==> src/rtl/term_src_arbiter_if.sv <==
// Handshake bundle between the local source FIFOs, the arbiter and one router terminal input.
// The master modport is the arbiter's view; slave is the surrounding environment.
interface term_src_arbiter_if #(
    parameter int N_REQ   = 4,
    parameter int pckg_sz = 40
);
    logic [N_REQ-1:0]         req_pndng;
    logic [N_REQ*pckg_sz-1:0] req_data;
    logic [N_REQ-1:0]         req_pop;
    logic [N_REQ-1:0]         req_en;
    logic                     pndng_o;
    logic [pckg_sz-1:0]       data_o;
    logic                     popin;

    modport master (
        input  req_pndng,
        input  req_data,
        input  req_en,
        input  popin,
        output req_pop,
        output pndng_o,
        output data_o
    );

    modport slave (
        output req_pndng,
        output req_data,
        output req_en,
        output popin,
        input  req_pop,
        input  pndng_o,
        input  data_o
    );
endinterface

==> src/rtl/term_src_arbiter.sv <==
// Round-robin arbiter feeding one mesh terminal from N_REQ packet FIFOs, with
// saturating per-source grant counters and a sticky stall watchdog.
module term_src_arbiter #(
    parameter int N_REQ     = 4,
    parameter int pckg_sz   = 40,
    parameter int CNT_W     = 16,
    parameter int STALL_LIM = 255
) (
    input  logic                   clk,
    input  logic                   reset,
    term_src_arbiter_if.master     bus,
    output logic [N_REQ*CNT_W-1:0] gnt_cnt,
    output logic                   stall,
    input  logic                   clr
);
    localparam int PTR_W = (N_REQ > 1) ? $clog2(N_REQ) : 1;
    localparam int SC_W  = $clog2(STALL_LIM + 1);

    typedef enum logic [0:0] {
        EMPTY = 1'b0,
        FULL  = 1'b1
    } out_state_t;

    out_state_t         state_r;
    logic               pndng_r;
    logic [pckg_sz-1:0] data_r;
    logic [PTR_W-1:0]   rr_ptr_r;
    logic [CNT_W-1:0]   cnt_r [N_REQ];
    logic [SC_W-1:0]    stall_cnt_r;
    logic               stall_r;

    logic               slot_free_s;
    logic [N_REQ-1:0]   cand_s;
    logic               found_s;
    logic [PTR_W-1:0]   win_s;
    logic               grant_s;
    logic [N_REQ-1:0]   pop_s;
    logic [pckg_sz-1:0] win_data_s;

    function automatic logic [PTR_W-1:0] next_ptr(input logic [PTR_W-1:0] w);
        if (w == PTR_W'(N_REQ - 1)) begin
            return '0;
        end else begin
            return w + PTR_W'(1);
        end
    endfunction

    // Winner search: first candidate at or above rr_ptr, wrapping; masked while in reset.
    always_comb begin
        int idx;
        idx         = 0;
        slot_free_s = !pndng_r | bus.popin;
        cand_s      = bus.req_pndng & bus.req_en;
        found_s     = 1'b0;
        win_s       = '0;
        for (int k = 0; k < N_REQ; k++) begin
            idx = int'(rr_ptr_r) + k;
            if (idx >= N_REQ) begin
                idx = idx - N_REQ;
            end else begin
                idx = idx;
            end
            if (!found_s && cand_s[idx]) begin
                found_s = 1'b1;
                win_s   = PTR_W'(idx);
            end else begin
                found_s = found_s;
            end
        end
        grant_s = slot_free_s & found_s & reset;
        pop_s   = '0;
        if (grant_s) begin
            pop_s[win_s] = 1'b1;
        end else begin
            pop_s = '0;
        end
        win_data_s = bus.req_data[int'(win_s)*pckg_sz +: pckg_sz];
    end

    // Output register FSM: EMPTY/FULL holding slot, data capture and pointer advance.
    always_ff @(posedge clk or negedge reset) begin
        if (!reset) begin
            state_r  <= EMPTY;
            pndng_r  <= 1'b0;
            data_r   <= '0;
            rr_ptr_r <= '0;
        end else begin
            case (state_r)
                EMPTY: begin
                    if (grant_s) begin
                        state_r  <= FULL;
                        pndng_r  <= 1'b1;
                        data_r   <= win_data_s;
                        rr_ptr_r <= next_ptr(win_s);
                    end else begin
                        state_r  <= EMPTY;
                        pndng_r  <= 1'b0;
                    end
                end
                FULL: begin
                    if (grant_s) begin
                        state_r  <= FULL;
                        pndng_r  <= 1'b1;
                        data_r   <= win_data_s;
                        rr_ptr_r <= next_ptr(win_s);
                    end else if (bus.popin) begin
                        state_r  <= EMPTY;
                        pndng_r  <= 1'b0;
                    end else begin
                        state_r  <= FULL;
                        pndng_r  <= 1'b1;
                    end
                end
                default: begin
                    state_r  <= EMPTY;
                    pndng_r  <= 1'b0;
                end
            endcase
        end
    end

    // Per-requester saturating grant counters; clr wins over a same-cycle grant.
    always_ff @(posedge clk or negedge reset) begin
        if (!reset) begin
            for (int i = 0; i < N_REQ; i++) begin
                cnt_r[i] <= '0;
            end
        end else begin
            for (int i = 0; i < N_REQ; i++) begin
                if (clr) begin
                    cnt_r[i] <= '0;
                end else if (pop_s[i] && (cnt_r[i] != {CNT_W{1'b1}})) begin
                    cnt_r[i] <= cnt_r[i] + CNT_W'(1);
                end else begin
                    cnt_r[i] <= cnt_r[i];
                end
            end
        end
    end

    // Watchdog: run length of held-but-unconsumed cycles, pinned at the limit.
    always_ff @(posedge clk or negedge reset) begin
        if (!reset) begin
            stall_cnt_r <= '0;
            stall_r     <= 1'b0;
        end else begin
            if (pndng_r && !bus.popin) begin
                if (stall_cnt_r == SC_W'(STALL_LIM)) begin
                    stall_cnt_r <= stall_cnt_r;
                end else begin
                    stall_cnt_r <= stall_cnt_r + SC_W'(1);
                end
            end else begin
                stall_cnt_r <= '0;
            end
            if (clr) begin
                stall_r <= 1'b0;
            end else if (stall_cnt_r == SC_W'(STALL_LIM)) begin
                stall_r <= 1'b1;
            end else begin
                stall_r <= stall_r;
            end
        end
    end

    for (genvar g = 0; g < N_REQ; g++) begin : g_cnt
        assign gnt_cnt[g*CNT_W +: CNT_W] = cnt_r[g];
    end

    assign bus.req_pop = pop_s;
    assign bus.pndng_o = pndng_r;
    assign bus.data_o  = data_r;
    assign stall       = stall_r;
endmodule

==> src/flat_wrapper.sv <==
// flat-port wrapper written by rule: the top's interface ports become plain ports
module term_src_arbiter_flat 
#(
    parameter int N_REQ     = 4,
    parameter int pckg_sz   = 40,
    parameter int CNT_W     = 16,
    parameter int STALL_LIM = 255
)
  (clk, reset, gnt_cnt, stall, clr, bus_req_pndng, bus_req_data, bus_req_en, bus_popin, bus_req_pop, bus_pndng_o, bus_data_o);
  term_src_arbiter_if #(.N_REQ(N_REQ), .pckg_sz(pckg_sz)) bus_i ();
  input  logic clk;
  input  logic reset;
  output logic [N_REQ*CNT_W-1:0] gnt_cnt;
  output logic stall;
  input  logic clr;
  input wire logic [$bits(bus_i.req_pndng)-1:0] bus_req_pndng;
  input wire logic [$bits(bus_i.req_data)-1:0] bus_req_data;
  input wire logic [$bits(bus_i.req_en)-1:0] bus_req_en;
  input wire logic [$bits(bus_i.popin)-1:0] bus_popin;
  output wire logic [$bits(bus_i.req_pop)-1:0] bus_req_pop;
  output wire logic [$bits(bus_i.pndng_o)-1:0] bus_pndng_o;
  output wire logic [$bits(bus_i.data_o)-1:0] bus_data_o;
  assign bus_i.req_pndng = bus_req_pndng;
  assign bus_i.req_data = bus_req_data;
  assign bus_i.req_en = bus_req_en;
  assign bus_i.popin = bus_popin;
  assign bus_req_pop = bus_i.req_pop;
  assign bus_pndng_o = bus_i.pndng_o;
  assign bus_data_o = bus_i.data_o;
  term_src_arbiter #(.N_REQ(N_REQ), .pckg_sz(pckg_sz), .CNT_W(CNT_W), .STALL_LIM(STALL_LIM)) u_core (.clk(clk), .reset(reset), .bus(bus_i), .gnt_cnt(gnt_cnt), .stall(stall), .clr(clr));
endmodule
==> config.mk <==
export PLATFORM = sky130hd
export DESIGN_NAME = term_src_arbiter_flat
export DESIGN_NICKNAME = d
export VERILOG_FILES = /design/src/rtl/term_src_arbiter_if.sv /design/src/rtl/term_src_arbiter.sv /design/src/flat_wrapper.sv
export SDC_FILE = /design/constraint.sdc
export NUM_CORES = 1
export LEC_CHECK = 0
export CAP_MARGIN = 20
export CORE_UTILIZATION = 35
export CTS_CLUSTER_SIZE = 28
export DETAILED_ROUTE_END_ITERATION = 10
export PLACE_DENSITY_LB_ADDON = 0.1
export REMOVE_ABC_BUFFERS = 1
export SETUP_SLACK_MARGIN = 0.4
export SYNTH_ARGS = -nofsm -noshare
export SYNTH_HDL_FRONTEND = slang
export SYNTH_SLANG_ARGS = --single-unit
==> constraint.sdc <==
create_clock -name clk -period 5 [get_ports clk]
set_clock_uncertainty 0.2 [all_clocks]
set_input_delay 0.75 -clock clk [delete_from_list [all_inputs] [get_ports clk]]
set_output_delay 0.75 -clock clk [all_outputs]
set_load 0.005 [all_outputs]
After elaboration in Yosys (flattened, before gate mapping). Cells that the tools add are included.

Shift-type cells: 1. Magnitude comparators: 10. $add $sub $neg: 13. Eq/ne operators: 7. Reduce and logical (&&, ||, !) cells: 19. Muxes and demuxes: 46. Bitwise gates (word level): 5. Multiply operators: 1.

Operators with widths (count): 160-bit by 32-bit variable part select with 40-bit output (1); 32-bit by 4-bit less-than comparator with 1-bit output (second input constant) (4); 16-bit two-way mux (8); 32-bit two-way mux (4); 32-bit by 4-bit >= comparator with 1-bit output (second input constant) (3); 32-bit by 4-bit subtractor with 32-bit output (second input constant) (3); 16-bit by 1-bit adder with 16-bit output (second input constant) (4); 16-bit != test (second input constant) (4); 40-bit two-way mux (1); 1-bit two-way mux (18); 8-bit two-way mux (2); 2-bit two-way mux (6); 2-bit nonzero test (5); 1-bit logical AND (9); 8-bit by 1-bit adder with 8-bit output (second input constant) (1); 1-bit binary-select mux with 2-bit select (4); 8-bit equality test (second input constant) (1); 2-bit by 2-bit adder with 3-bit output (second input constant) (2); 1-bit logical NOT (5); 2-bit by 3-bit multiplier with 5-bit output (second input constant) (1); 4-bit bitwise AND (1); 4-bit two-way mux (1); 2-bit by 3-bit subtractor with 4-bit output (second input constant) (1); 2-bit by 1-bit adder with 3-bit output (second input constant) (1); other kinds (11) (12).

Output and inout bits: 110. Flip-flop bits (word level): 116. Word-level logic and storage cells: 111. Bits of input ports: 172.

Depth between registers and ports, before layout. Gate-level depths: netlist of the first run.

Depth in word-level cells: 23. Mapped depth: 8. Depth with buffers taken out: 7.

Worst setup path after synthesis of the first run. OpenSTA, ideal clock, no wires.

Kind: input -> output. Start point: input port bus_req_pndng[2]. End point: output port bus_req_pop[1]. Path slack: 1.989 ns. Arrival: 2.061 ns. Path buffers: 2. Required time: 4.050 ns. Cell stages on the path: 6. Path through: a22o_2 > o211a_1 > nand4_1 > clkbuf_1 > buf_1 > nor2_1.

Word-level cells in the longest chain between the ends: 19. Elaborated cells on any way between the ends: 35. Those cells by class: order compare (2); mux (23); bitwise (3); reduce/logical (7).

Ends and longest elaborated chain: start: declaration (RTL line flat_wrapper.sv:16) `input wire logic [$bits(bus_i.req_pndng)-1:0] bus_req_pndng;`; 4-bit bitwise AND * (RTL line term_src_arbiter.sv:53) `cand_s = bus.req_pndng & bus.req_en;`; 1-bit binary-select mux with 2-bit select (RTL line term_src_arbiter.sv:63) `if (!found_s && cand_s[idx]) begin`; 1-bit two-way mux (implied by the code) (2 in series) (RTL line term_src_arbiter.sv:63); 1-bit two-way mux (RTL line term_src_arbiter.sv:63); 1-bit logical NOT (RTL line term_src_arbiter.sv:63); 1-bit logical AND (RTL line term_src_arbiter.sv:63); 1-bit two-way mux (RTL line term_src_arbiter.sv:63); 1-bit logical NOT (RTL line term_src_arbiter.sv:63); [... 2 more ...]; 1-bit logical NOT (RTL line term_src_arbiter.sv:63); 1-bit logical AND (RTL line term_src_arbiter.sv:63); 2-bit two-way mux (RTL line term_src_arbiter.sv:63); 2-bit by 3-bit less-than comparator with 1-bit output (implied by the code) or 2-bit by 1-bit >= comparator with 1-bit output (tied branches) (RTL line term_src_arbiter.sv:73) `pop_s[win_s] = 1'b1;`; 1-bit logical AND (implied by the code) (RTL line term_src_arbiter.sv:73); 1-bit two-way mux (implied by the code) (RTL line term_src_arbiter.sv:73); 1-bit demux with 2-bit select; 4-bit two-way mux * (RTL line term_src_arbiter.sv:72) `if (grant_s) begin`; end: declaration (RTL line flat_wrapper.sv:20) `output wire logic [$bits(bus_i.req_pop)-1:0] bus_req_pop;`.

Mark *: on every way between the ends. The rest lies on a longest branch, timed or not. The select of a mux whose other input is x is not followed.

Worst setup path after layout of the first run.
Start point: input port bus_req_pndng[1]. End point: output port bus_req_pop[0].

Same word-level chain as after synthesis.

==> summary.txt, run 1 <==
Floorplanning
  – Io pins: 282
  – Die area: 19430 sq um
  – CORE AREA: 18210 sq um
  – Initial Util: 0.3627
  – Die X: about 140 microns
  – Die Height: 139.4 microns
  – Row count: ~50

Power
  – Leak Pwr: 4.133 nW
  – Power Dens Cells: 323.2 nW/um^2
  – Worst IR Drop VDD: roughly 190 uV

GRT
  – Largest net degree at the start of global routing: 70
  – GR Util All Layers: 0.2273
  – GR peak layer: met2
  – Number of global-route vias before repair: between 6k and 7k
  – Routing usage on met3: 0.05334
  – First-pass GRT wire length: around 34000 microns
  – Met2 Usage GRT: 0.3795
  – Met1 Usage GRT: 0.2817
  – Initial antenna violation count: 3
  – Global route overflow: 0

CTS
  – Post-CTS Setup Bufs: 0
  – Hold_buf cts: 0
  – CTS sink count: 116
  – Reg clk slew, reported paths: 0.06 ns
  – Cts bufs inserted: 17
  – Htree depth: 4
  – Post_cts resized: 0
  – TritonCTS clock tree: done
  – Max Buffers Root-to-Sink: 2
  – Clk Latency, worst-skew pair: 0.41 ns
  – Root buf cell: clkbuf_16

Logic synthesis
  – Count of cell types in the netlist: 55
  – Synth Area in Adders: 0.009471
  – Cells after Synth: 667
  – Post-synthesis mux area share: 0.1258
  – Main synth FF type: dfrtp_1
  – EDFF count, synth: 0
  – Synthesized area: approximately 6600 sq um
  – Post-synthesis sequential area ratio: 0.4395
  – Post-synthesis average cell area: 9.903 sq um
  – Flops & latches, synth: 116
  – Async SR Flop Fraction: 1.000
  – Main combinational cell family by area after synthesis: simple AND/OR/NAND/NOR gates
  – Yosys synthesis warning count: 0
  – Synth Area in Simple Gates: 0.2131
  – Synth Area in Compound Gates: 0.1142
  – Post-Synth XOR/XNOR Area: 0.06497

Critical path
  – Slowest-stage cell, CP: a211oi_2
  – Worst path cell trace: clkdlybuf4s50_1, nand2_1, a211oi_2, nor2_4, buf_4, nor2_1, clkdlybuf4s50_1
  – Critical Path End Type: output pin
  – CP Max Fanout: 19
  – Max incr delay on CP: 0.64 ns
  – Crit start category: input port
  – CP arrival: ~3 ns
  – Crit path required time: approximately 4 ns
  – Cell mode on critical path: clkdlybuf4s50_1
  – Crit Path Category: input port to output pin

Placed design
  – Placed instance area: 9593 sq um
  – GP Congestion: 0.8747
  – PortBufs: around 280
  – DPL Wire Length: 16290 microns

STA
  – Post-route minimum period: around 4.0 ns
  – Slew headroom: 0.3944
  – Setup TNS: 0 ns
  – Maximum clock frequency: around 250 MHz
  – Slew Limit Fails: 0
  – Final setup vio count: 0
  – Fin. Hold Viols: 0
  – Fin crit share: 0.8088
  – Tightest Pin Transition: 0.9084 ns
  – Unrepaired setup endpoints after global routing: no

Detailed routing
  – Vias/cell: 5.320
  – DRC Markers: 0
  – Via count: about 6.3k
  – TritonRoute pass-1 iters: 4
  – Drt initial violations: 363
  – Final WL: 22020 microns
  – DRT antenna net count: 0
  – Detailed-route wire length per cell: 18.61 microns

Layout
  – Final instance area: 10270 sq um
  – Area growth, synth to finish: 55.48%
  – Share of cells above drive strength 1: 0.07038
  – Final net count: around 1.1k

Status
  – Status: complete, no violations

Worst hold path
  – Worst Hold Class: flip-flop to flip-flop

Run
  – Max cap viols: 0
worst max-delay path: cells and delay by family:
kind / cells / cell delay, ns
compound gates: 1 / 0.64
buf+inv: 3 / 1.33
simple gates: 3 / 0.36
area by class of cell:
cell class,instances,area (sq um)
Antenna cell,2,5.005
Clock buffer,19,442.9
Clock inverter,13,229.0
Fill cell,1560,7939
Inverter,8,30.03
Multi-Input combinational cell,505,3493
Sequential cell,116,2903
Tap cell,229,286.5
Timing Repair Buffer,291,2880
kinds of logic after synthesis:
group                    after synthesis
AO/OA/AOI/OAI                         98
flip-flops                           116
XOR/XNOR                              49
buffers and inverters                 46
AND/OR/NAND/NOR                      270
multiplexers                          83
adder cells (fa/ha/maj)                5
routing by layer:
layer	share of wire	routed length, microns
met2	0.50	11070
met5	0.00059	13
met1	0.42	9335
met3	0.051	1119
met4	0.022	480
layout by cell type, fill, tap and decap left out, types with 2 or more instances in the layout:
master,count
clkbuf_16,17
xor2_1,16
ha_1,5
or3_1,13
bufinv_16,6
buf_4,11
nor3_1,17
dfrtp_1,116
nor2_1,65
and4_1,8
nor3_2,8
a21oi_1,18
clkinv_2,3
nor4_2,2
clkdlybuf4s50_1,279
o21ai_0,21
inv_1,8
diode_2,2
nand4_1,24
mux2i_1,83
xnor2_1,33
and2_1,2
nand3_1,30
a31oi_1,2
and3_1,19
o31ai_4,2
nand2_1,66
nor4_1,2
nand3_2,2
nor3b_1,3
o221ai_1,40
clkinv_4,2
cell usage after synthesis (all sizes together), types with 2 or more instances:
cell,instances,area share
nor3b,3,0.0034
a211oi,2,0.0030
buf,18,0.017
clkbuf,20,0.011
inv,8,0.0045
a22o,2,0.0028
nand3,32,0.026
o221ai,40,0.053
ha,5,0.0095
mux2i,83,0.13
nand2,66,0.038
nor3,25,0.025
nor4,5,0.0089
xor2,16,0.021
nand4,24,0.023
o31ai,2,0.0051
dfrtp,116,0.44
and2,2,0.0019
a31oi,3,0.0038
nor2,66,0.039
or3,13,0.012
xnor2,33,0.044
and4,8,0.011
a21oi,18,0.014
o21ai,23,0.018
and3,19,0.018
path summary, 6_finish.rpt:
check / slack, ns / to / cells after the start / startpoint
max: 0.96 / bus_req_pop[0] / 7 / bus_req_pndng[1]
min: 0.28 / u_core.bus.data_o[8] / 2 / u_core.bus.data_o[8]
max reg2reg: 2.01 / u_core.gnt_cnt[4] / 7 / u_core.rr_ptr_r[1]
min reg2reg: 0.28 / u_core.bus.data_o[8] / 2 / u_core.bus.data_o[8]
max in group asynchronous: 2.93 / u_core.bus.data_o[29] / 3 / reset
min in group asynchronous: 0.29 / u_core.rr_ptr_r[1] / 2 / reset
sequential cells by signal (all words and copies together) (netlist names):
register,count
u_core.bus.data_o,40
u_core.gnt_cnt,64
u_core.rr_ptr_r,2
u_core.stall,1
u_core.stall_cnt_r,8
u_core.state_r,1
power by group:
| group | leakage (nW) | internal (mW) | switching (mW) |
|---|---|---|---|
| clock network | 0.327 | 0.948 | 0.445 |
| registers | 1.55 | 1.05 | 0.0733 |
| logic | 2.25 | 0.450 | 0.356 |
| total | 4.13 | 2.44 | 0.874 |
per-stage QoR:
stage | total power, mW | cells | utilization | hold slack [ns] | setup WS, ns
final | 3.319 | 1183 | 0.5640 | 0.2840 | 0.9558
after global routing | 3.471 | 1183 | 0.5640 | 0.3247 | 0.8929
after CTS | 3.356 | 1181 | 0.5637 | 0.2880 | 0.9601
after detailed placement | 1.944 | 1149 | 0.5268 | 0.2731 | 0.9673
after global placement | 1.936 | 1149 | 0.5268 | 0.2686 | 1.023
after floorplan | 1.456 | 629 | - | 0.2544 | 0.4296
Note: power is estimated with default switching activity, not from simulation.
==> run 2, diff against run 1 <==
Clock period 5 ns to 3.65 ns, I/O delays scaled along.
==> run 2 against run 1 <==
Power grew 33%. Core utilization grew 0.082 points. Worst setup slack lost 0.49 ns. Global-route usage grew 0.58 points. Design area grew 0.15%. Critical endpoint is now bus_req_pop[3]. Largest power group unchanged.
==> summary.txt, run 2 (same netlist as run 1, synthesis figures left out) <==
Detailed routing
  – Via count: between 6k and 7k
  – DRC Markers: 0
  – Drt initial violations: 240
  – TritonRoute pass-1 iters: 5
  – DRT antenna net count: 0
  – Detailed-route wire length per cell: between 15 and 20 microns
  – Final WL: 22280 microns
  – Vias/cell: 5.315

STA
  – Setup TNS: 0 ns
  – Final setup vio count: 0
  – Tightest Pin Transition: 1.091 ns
  – Slew Limit Fails: 0
  – Post-route minimum period: 3.179 ns
  – Fin crit share: 0.8710
  – Hold_ws: 0.06772 ns
  – Unrepaired setup endpoints after global routing: yes
  – Fin. Hold Viols: 0
  – Setup WS post-layout: between 0.4 and 0.5 ns
  – Maximum clock frequency: between 300 and 400 MHz
  – Slew headroom: 0.2725

Floorplanning
  – Initial Util: 0.3627
  – Die area: 19430 sq um
  – Die Height: between 100 and 150 microns
  – CORE AREA: roughly 18000 sq um
  – Die X: 139.4 microns
  – Row count: 49
  – Io pins: 282

GRT
  – Number of global-route vias before repair: around 6.6k
  – GR Util All Layers: 0.2332
  – Initial antenna violation count: 1
  – Largest net degree at the start of global routing: approximately 70
  – First-pass GRT wire length: 35180 microns
  – Global route overflow: 0

CTS
  – TritonCTS clock tree: done
  – Hold_buf cts: 0
  – Root buf cell: clkbuf_16
  – Clk Latency, worst-skew pair: 0.42 ns
  – Max Buffers Root-to-Sink: 2
  – Reg clk slew, reported paths: approximately 0.05 ns
  – CTS sink count: 116
  – Htree depth: 4
  – Cts bufs inserted: 17

Layout
  – Area growth, synth to finish: 55.71%
  – Non-filler instance count after layout: 1187
  – Final net count: 1123
  – Most common cell after layout, fill and taps aside: clkdlybuf4s50_1
  – # diodes: 0
  – Most frequent cells in the layout: clkdlybuf4s50_1, dfrtp_1, mux2i_1
  – Share of cells above drive strength 1: 0.07933
  – Largest register FFs: 64

Critical path
  – CP arrival: 2.43 ns
  – Worst path cell trace: clkdlybuf4s50_1, a22o_2, o211a_1, nand4_1, buf_4, nor2_1, clkdlybuf4s50_1
  – Critical Path End Type: output pin
  – CP Max Fanout: 4
  – Crit Path Category: input port to output pin
  – Slowest-stage cell, CP: clkdlybuf4s50_1
  – Crit start category: input port
  – Max incr delay on CP: 0.53 ns
  – Cell mode on critical path: clkdlybuf4s50_1
  – Crit path required time: 2.90 ns

Power
  – PnR Total Power: roughly 4.4 mW
  – Leak Pwr: 4.206 nW
  – Power Dens Cells: 428.6 nW/um^2
  – Worst IR Drop VDD: 359.3 uV

Run
  – Max cap viols: 0

Status
  – Status: complete, no violations

Placed design
  – GP Congestion: 0.8644
  – Placement Setup Slack: 0.1571 ns
  – Dpl cells: 1153
  – PortBufs: around 280
  – DPL Wire Length: 16540 microns

Worst hold path
  – Worst Hold Class: input port to asynchronous set/reset pin
==> run 2: cell types whose count changed in the layout (fill, tap and decap cells not counted), sizes merged <==
cell | previous run | this run
clkdlybuf4s50 | 279 | 273
clkbuf | 19 | 20
buf | 12 | 19
diode | 2 | 0
dlymetal6s2s | 0 | 5
bufinv | 6 | 4
dlygate4sd2 | 0 | 1
inv | 9 | 8
clkinv | 5 | 6
==> run 2: cell type report <==
class / instances / area [sq um]
Clock inverter: 11 / 157.7
Timing Repair Buffer: 298 / 2944
Inverter: 8 / 30.03
Clock buffer: 20 / 456.7
Sequential cell: 116 / 2903
Fill cell: 1579 / 7924
Tap cell: 229 / 286.5
Multi-Input combinational cell: 505 / 3507
==> run 2: repair_timing <==
action / 4_1_cts / 5_1_grt
endpoints found under the setup margin: 4 / 3
setup buffers: 2 / 1
resized for setup: 2 / 7
pin swaps: 3 / 1
==> run 2: path summary, 6_finish.rpt <==
| path | end | startpoint | slack [ns] | cells past startpoint |
|---|---|---|---|---|
| hold / removal | u_core.gnt_cnt[32] | reset | 0.07 | 2 |
| setup / recovery | bus_req_pop[3] | bus_req_en[2] | 0.47 | 7 |
| hold reg to reg | u_core.bus.data_o[32] | u_core.bus.data_o[32] | 0.29 | 2 |
| min in group clk | u_core.bus.data_o[32] | u_core.bus.data_o[32] | 0.29 | 2 |
| setup reg to reg | u_core.gnt_cnt[49] | u_core.gnt_cnt[48] | 1.03 | 7 |
| max in group asynchronous | u_core.bus.data_o[15] | reset | 1.75 | 3 |
==> run 2: through the flow <==
stage | util | instance area (sq um)
detailed placement | 0.5285 | 9623
finish | 0.5648 | 10280
global placement | 0.5285 | 9623
floorplan | - | 6417
global route | 0.5648 | 10280
CTS | 0.5632 | 10250
==> run 2: power by group <==
| group | switching, mW | internal (mW) | total (mW) | leakage, nW |
|---|---|---|---|---|
| combinational | 0.484 | 0.630 | 1.11 | 2.35 |
| clock | 0.593 | 1.17 | 1.76 | 0.305 |
| sequential | 0.102 | 1.43 | 1.54 | 1.55 |
==> run 2: layer usage <==
metal	part of all wire	wire [microns]	global-route usage
met1	0.40	8873	0.2706
met3	0.065	1441	0.07226
met4	0.019	414	0.07251
met2	0.52	11540	0.4089
met5	0.00058	13	0
==> run 2: worst max-delay path, delay by kind of cell <==
family	cells	cell delay (ns)
simple gates	2	0.20
compound gates	2	0.46
buf+inv	3	1.22
